[src/rtl/bin_to_seg_converter_pkg.sv]
// Shared types and constants for the binary to seven-segment converter:
// FSM states, segment patterns and the double-dabble nibble correction.
package bin_to_seg_converter_pkg;

  localparam int VALUE_W    = 14;
  localparam int NUM_DIGITS = 4;
  localparam int BCD_W      = 4 * NUM_DIGITS;
  localparam int SEG_W      = 7;
  localparam int ITERATIONS = VALUE_W;
  localparam int ITER_W     = $clog2(ITERATIONS);

  localparam logic [ITER_W-1:0]  ITER_LAST = ITER_W'(ITERATIONS - 1);
  localparam logic [VALUE_W-1:0] MAX_VALUE = VALUE_W'(9999);

  typedef enum logic [1:0] {
    IDLE   = 2'd0,
    SHIFT  = 2'd1,
    UPDATE = 2'd2
  } state_t;

  // Segment patterns, bit order {g,f,e,d,c,b,a}, 1 = lit.
  localparam logic [SEG_W-1:0] SEG_0     = 7'b0111111;
  localparam logic [SEG_W-1:0] SEG_1     = 7'b0000110;
  localparam logic [SEG_W-1:0] SEG_2     = 7'b1011011;
  localparam logic [SEG_W-1:0] SEG_3     = 7'b1001111;
  localparam logic [SEG_W-1:0] SEG_4     = 7'b1100110;
  localparam logic [SEG_W-1:0] SEG_5     = 7'b1101101;
  localparam logic [SEG_W-1:0] SEG_6     = 7'b1111101;
  localparam logic [SEG_W-1:0] SEG_7     = 7'b0000111;
  localparam logic [SEG_W-1:0] SEG_8     = 7'b1111111;
  localparam logic [SEG_W-1:0] SEG_9     = 7'b1101111;
  localparam logic [SEG_W-1:0] SEG_DASH  = 7'b1000000;
  localparam logic [SEG_W-1:0] SEG_BLANK = 7'b0000000;

  // Add 3 to every BCD nibble >= 5 so the following left shift carries
  // correctly into the next decimal digit.
  function automatic logic [BCD_W-1:0] bcd_adjust(input logic [BCD_W-1:0] bcd);
    logic [BCD_W-1:0] adj;
    adj = bcd;
    for (int i = 0; i < NUM_DIGITS; i++) begin
      if (adj[4*i +: 4] >= 4'd5) begin
        adj[4*i +: 4] = adj[4*i +: 4] + 4'd3;
      end
    end
    return adj;
  endfunction

endpackage

[src/rtl/bin_to_seg_converter_seven_seg_decoder.sv]
// Combinational BCD digit to seven-segment pattern; non-decimal codes stay dark.
module seven_seg_decoder
  import bin_to_seg_converter_pkg::*;
(
  input  logic [3:0]       i_bcd,
  output logic [SEG_W-1:0] o_seg
);

  always_comb begin
    // NOTE: every output of a combinational block gets a value on every path
    // (here via the default arm); a missed path would infer a latch.
    unique case (i_bcd)
      4'd0:    o_seg = SEG_0;
      4'd1:    o_seg = SEG_1;
      4'd2:    o_seg = SEG_2;
      4'd3:    o_seg = SEG_3;
      4'd4:    o_seg = SEG_4;
      4'd5:    o_seg = SEG_5;
      4'd6:    o_seg = SEG_6;
      4'd7:    o_seg = SEG_7;
      4'd8:    o_seg = SEG_8;
      4'd9:    o_seg = SEG_9;
      default: o_seg = SEG_BLANK;
    endcase
  end

endmodule

[src/rtl/bin_to_seg_converter.sv]
// Binary to 4-digit seven-segment converter: serial double-dabble over 14
// cycles, then one registered update of indicators, enable and overflow.
module bin_to_seg_converter
  import bin_to_seg_converter_pkg::*;
#(
  parameter int BLANK_LEADING = 1
) (
  input  logic                  clk,
  input  logic                  rst_n,
  input  logic                  start,
  input  logic [VALUE_W-1:0]    value,
  output logic                  busy,
  output logic                  done,
  output logic                  overflow,
  output logic [SEG_W-1:0]      indicator0,
  output logic [SEG_W-1:0]      indicator1,
  output logic [SEG_W-1:0]      indicator2,
  output logic [SEG_W-1:0]      indicator3,
  output logic [NUM_DIGITS-1:0] enable
);

  localparam int SHIFT_W = BCD_W + VALUE_W;

  state_t                           r_state;
  state_t                           w_next_state;
  logic [ITER_W-1:0]                r_iter;
  logic [SHIFT_W-1:0]               r_shift;
  logic [SHIFT_W-1:0]               w_adjusted;
  logic [SHIFT_W-1:0]               w_shifted;
  logic                             r_value_ovf;
  logic [NUM_DIGITS-1:0][3:0]       w_digit;
  logic [NUM_DIGITS-1:0][SEG_W-1:0] w_seg;
  logic [NUM_DIGITS-1:0][SEG_W-1:0] r_indicator;
  logic [NUM_DIGITS-1:0]            w_enable;
  logic [NUM_DIGITS-1:0]            r_enable;
  logic                             w_seen_nonzero;
  logic                             r_done;
  logic                             r_overflow;

  // ---------------------------------------------------------------- FSM
  always_ff @(posedge clk or negedge rst_n) begin
    // NOTE: sequential state uses non-blocking (<=) so every register samples
    // pre-edge values regardless of statement order.
    if (!rst_n) r_state <= IDLE;
    else        r_state <= w_next_state;
  end

  always_comb begin
    w_next_state = r_state;
    unique case (r_state)
      IDLE:    if (start) w_next_state = SHIFT;
      SHIFT:   if (r_iter == ITER_LAST) w_next_state = UPDATE;
      UPDATE:  w_next_state = IDLE;
      default: w_next_state = IDLE;
    endcase
  end

  // ------------------------------------------------------ double dabble
  // BCD and binary share one register so each iteration is a single shift.
  assign w_adjusted = {bcd_adjust(r_shift[VALUE_W +: BCD_W]), r_shift[VALUE_W-1:0]};
  assign w_shifted  = w_adjusted << 1;
  assign w_digit    = r_shift[VALUE_W +: BCD_W];

  always_ff @(posedge clk or negedge rst_n) begin
    if (!rst_n) begin
      r_shift     <= '0;
      r_iter      <= '0;
      r_value_ovf <= 1'b0;
    end else begin
      unique case (r_state)
        IDLE: begin
          if (start) begin
            r_shift     <= {{BCD_W{1'b0}}, value};
            r_iter      <= '0;
            r_value_ovf <= (value > MAX_VALUE);
          end
        end
        SHIFT: begin
          r_shift <= w_shifted;
          r_iter  <= r_iter + ITER_W'(1);
        end
        default: ;
      endcase
    end
  end

  // -------------------------------------------------- display formation
  for (genvar gi = 0; gi < NUM_DIGITS; gi++) begin : g_dec
    seven_seg_decoder u_dec (
      .i_bcd (w_digit[gi]),
      .o_seg (w_seg[gi])
    );
  end

  // A digit stays enabled once it or any more significant digit is non-zero;
  // the units digit is always shown so zero still displays as "0".
  always_comb begin
    w_enable       = '1;
    w_seen_nonzero = 1'b0;
    if (BLANK_LEADING != 0) begin
      for (int i = NUM_DIGITS - 1; i > 0; i--) begin
        w_seen_nonzero = w_seen_nonzero | (w_digit[i] != 4'd0);
        w_enable[i]    = w_seen_nonzero;
      end
    end
  end

  // Outputs only move in UPDATE, so partial BCD never reaches the display.
  always_ff @(posedge clk or negedge rst_n) begin
    if (!rst_n) begin
      r_indicator <= '0;
      r_enable    <= '0;
      r_overflow  <= 1'b0;
      r_done      <= 1'b0;
    end else begin
      r_done <= (r_state == UPDATE);
      if (r_state == UPDATE) begin
        if (r_value_ovf) begin
          r_indicator <= {NUM_DIGITS{SEG_DASH}};
          r_enable    <= '1;
          r_overflow  <= 1'b1;
        end else begin
          r_indicator <= w_seg;
          r_enable    <= w_enable;
          r_overflow  <= 1'b0;
        end
      end
    end
  end

  assign busy       = (r_state != IDLE);
  assign done       = r_done;
  assign overflow   = r_overflow;
  assign indicator0 = r_indicator[0];
  assign indicator1 = r_indicator[1];
  assign indicator2 = r_indicator[2];
  assign indicator3 = r_indicator[3];
  assign enable     = r_enable;

endmodule
[config.mk]
export PLATFORM = sky130hd
export DESIGN_NAME = bin_to_seg_converter
export DESIGN_NICKNAME = d
export VERILOG_FILES = /design/src/rtl/bin_to_seg_converter_pkg.sv /design/src/rtl/bin_to_seg_converter_seven_seg_decoder.sv /design/src/rtl/bin_to_seg_converter.sv
export SDC_FILE = /design/constraint.sdc
export NUM_CORES = 1
export LEC_CHECK = 0
export BUFFER_PORTS_ARGS = -buffer_cell sky130_fd_sc_hd__clkbuf_2
export CELL_PAD_IN_SITES_DETAIL_PLACEMENT = 0
export CELL_PAD_IN_SITES_GLOBAL_PLACEMENT = 1
export CORE_MARGIN = 2
export CORE_UTILIZATION = 33
export CTS_CLUSTER_SIZE = 25
export DETAILED_ROUTE_END_ITERATION = 8
export GPL_TIMING_DRIVEN = 0
export PLACE_DENSITY = 0.68
export SYNTH_ARGS = -nofsm -noshare
export SYNTH_HDL_FRONTEND = slang
export SYNTH_HIERARCHICAL = 1
export SYNTH_SLANG_ARGS = --single-unit
[constraint.sdc]
create_clock -name clk -period 1.9 [get_ports clk]
set_input_delay 0.095 -clock clk [delete_from_list [all_inputs] [get_ports clk]]
set_output_delay 0.095 -clock clk [all_outputs]
set_load 0.01 [all_outputs]
==> reports/results.tsv <==
metric	value	unit
post-route insts no fill	659	
Yosys warnings	6	
largest net degree at the start of global routing	48	
Setup crit start kind	flip-flop	
GR Overflow Total	0	
postcts setup bufs	0	
Critical Path AT	1.96	ns
Leak Pwr	0.00230	uW
deepest clock path buffer count	2	
Clk network pwr share	0.180	
initial antenna violation count	0	
RSZ-0062 raised after global routing	no	
Die Area	0.0132	mm2
Yosys top cell area share	0.438	
Avg Synthesized Cell Area	9.20	um2
setup_tns	0	ns
clk sinks	71	
CTS root buf	clkbuf_16	
headroom to the max-slew limit	0.644	
drt first pass iters	4	
worst-case clock skew	0.00488	ns
Area after DPL	0.00453	mm2
Finish-stage setup viols	0	
global-route wire length before repair	15800	um
top cell type by total area after synthesis	dfrtp_1	
top post-synthesis cells by area	dfrtp_1 (44%), ha_1 (11%), o21ai_0 (7.5%)	
Max Cap Viol	0	
Peak supply drop	0.000585	V
Antenna Cells	0	
Synth Cell Area	0.00406	mm2
Final Cycle Share	0.918	
outcome	completed	
Detail Route Antenna Nets	0	
# DRC	0	
Tmin final	1.74	ns
Final Cell Area	0.00484	mm2
area of the core	0.0120	mm2
CP required	2.12	ns
Die W	115	um
number of flops mapped to enable cells by yosys	0	
total track usage	0.151	
detailed placer's ending HPWL	6510	um
Cell Int Power	4860	uW
proportion of layout cells with a drive suffix above 1	0.189	
Starting Density	0.338	
Hold Path Class	in -> reg	
clk_lat worst skew	0.34	ns
CP max FO	10	
1st-iter DRT viols	123	
fin nets	561	
vias in the first global route	3218	
# IOs	52	
CP endpoint kind	flip-flop	
part of the power in combinational logic	0.471	
post-detailed-route wirelength per cell	13.8	um
Seq pwr share	0.349	
gpl congestion	0.775	
worst hold slack	0.0189	ns
worst-margin pin slew	0.534	ns
Fillers	1213	
clock-pin slew on the worst setup and hold paths	0.06	ns
cells after synthesis	441	
CTS Buf Count	9	
via count	3251	
P_sw	3520	uW
commonest non-fill, non-tap cell in the layout	dfrtp_1	
CTS tree	built	
Post-synth top flop	dfrtp_1	
Final Max Slew Viols	0	
I/O Buffers	51	
synth unique cells	39	
FMAX	573	MHz
routed vias/inst	4.93	
kind of critical path	reg -> reg	
H-Tree Depth	3	
Core Rows	40	
Net Sw Frac	0.420	
Seq/Total Area, Yosys	0.438	
Routed WL	9100	um
final-report hold violation count	0	
commonest non-fill, non-tap cells in the layout	dfrtp_1 (67), o21ai_0 (61), clkbuf_2 (51)	
PwrDens	1730	mW/mm2
Synth Register Bits	71	
area grow syn2layout	19.2	%
Post-synth ARST share	1.00	
Syn Nets	495	
dpl cells	640	
Die H	115	um
==> state kept, by name, summed over array words and instances (netlist names) <==
name	cells
enable	4
indicator1	7
indicator2	7
indicator3	7
indicator0	7
done	1
r_state	2
r_shift	30
r_iter	4
r_value_ovf	1
overflow	1
==> path summary, 6_finish.rpt <==
| check | from | endpoint | slack [ns] | depth (start not counted) |
|---|---|---|---|---|
| min in group asynchronous | rst_n | r_shift[0] | 0.25 | 2 |
| max | r_shift[15] | r_shift[16] | 0.16 | 6 |
| min | value[3] | r_shift[3] | 0.02 | 3 |
| min reg2reg | indicator1[6] | indicator1[6] | 0.47 | 2 |
| max reg2reg | r_shift[15] | r_shift[16] | 0.16 | 6 |
| max in group asynchronous | rst_n | r_shift[19] | 1.07 | 3 |
==> synth_stat cells, types with 7 or more instances <==
library cell / n
dfrtp_1: 71
nand2b_1: 31
nor2_1: 33
o21ai_0: 61
o22ai_1: 16
nand2_1: 48
xnor2_1: 8
clkbuf_1: 16
o31ai_1: 7
a21oi_1: 8
ha_1: 37
nand3_1: 17
inv_1: 32
==> stage by stage <==
step           utilization  setup WS, ns  power (uW)
3_3_place_gp         0.374       0.00835        6780
6_report             0.403         0.156        8380
3_5_place_dp         0.377       -0.0308        6910
2_1_floorplan            -         0.180        5690
4_1_cts              0.401        0.0272        8470
5_1_grt              0.403       0.00664        9200
==> worst max-delay path: stages, from the launching register on <==
cell and delay, ns:
dfrtp_2 0.49, inv_1 0.10, ha_1 0.19, nand2b_1 0.13
a21oi_1 0.32, nor3_1 0.08, a311o_1 0.32
==> final cells by class <==
class,instances,area (um2),area share
Tap cell,147,184,0.0380
Multi-Input combinational cell,317,2080,0.431
Timing Repair Buffer,55,315,0.0652
Inverter,32,120,0.0248
Sequential cell,71,1780,0.368
Clock buffer,12,236,0.0489
Buffer,21,93.8,0.0194
Clock inverter,4,22.5,0.00466
==> routing by layer <==
layer  routed length (um)  GRT usage  vias to the layer above
met5                    0          0                        -
met4                  163     0.0675                        0
met3                  338     0.0306                       10
met2                 4130      0.236                       59
met1                 4460      0.203                     1546
li1                     -          -                     1636
==> repair_timing <==
item	CTS	global route
setup endpoints to repair	2	12
hold endpoints to repair	26	0
resized for setup	2	7
cloned	0	0
hold buffers	3	0
pin swaps	0	0
==> power groups by stage <==
| stage | clock [uW] | combinational [uW] | sequential, uW |
|---|---|---|---|
| after global placement | 0 | 3880 | 2900 |
| after floorplan | 0 | 2770 | 2920 |
| final | 1510 | 3950 | 2920 |
| after CTS | 1560 | 3990 | 2910 |
| after detailed placement | 0 | 3970 | 2930 |
| after global routing | 1630 | 4540 | 3040 |
==> cell families (layout without fill, tap and decap cells) <==
logic type,Yosys count,count (layout),share of synthesized area
compound gates,121,121,0.189
xor+xnor,11,11,0.0237
fa+ha+maj,37,37,0.114
buf+inv,53,124,0.0524
flops,71,71,0.438
mux,2,2,0.00555
simple gates,146,146,0.178
No activity file was read; power rests on OpenSTA's default activity.
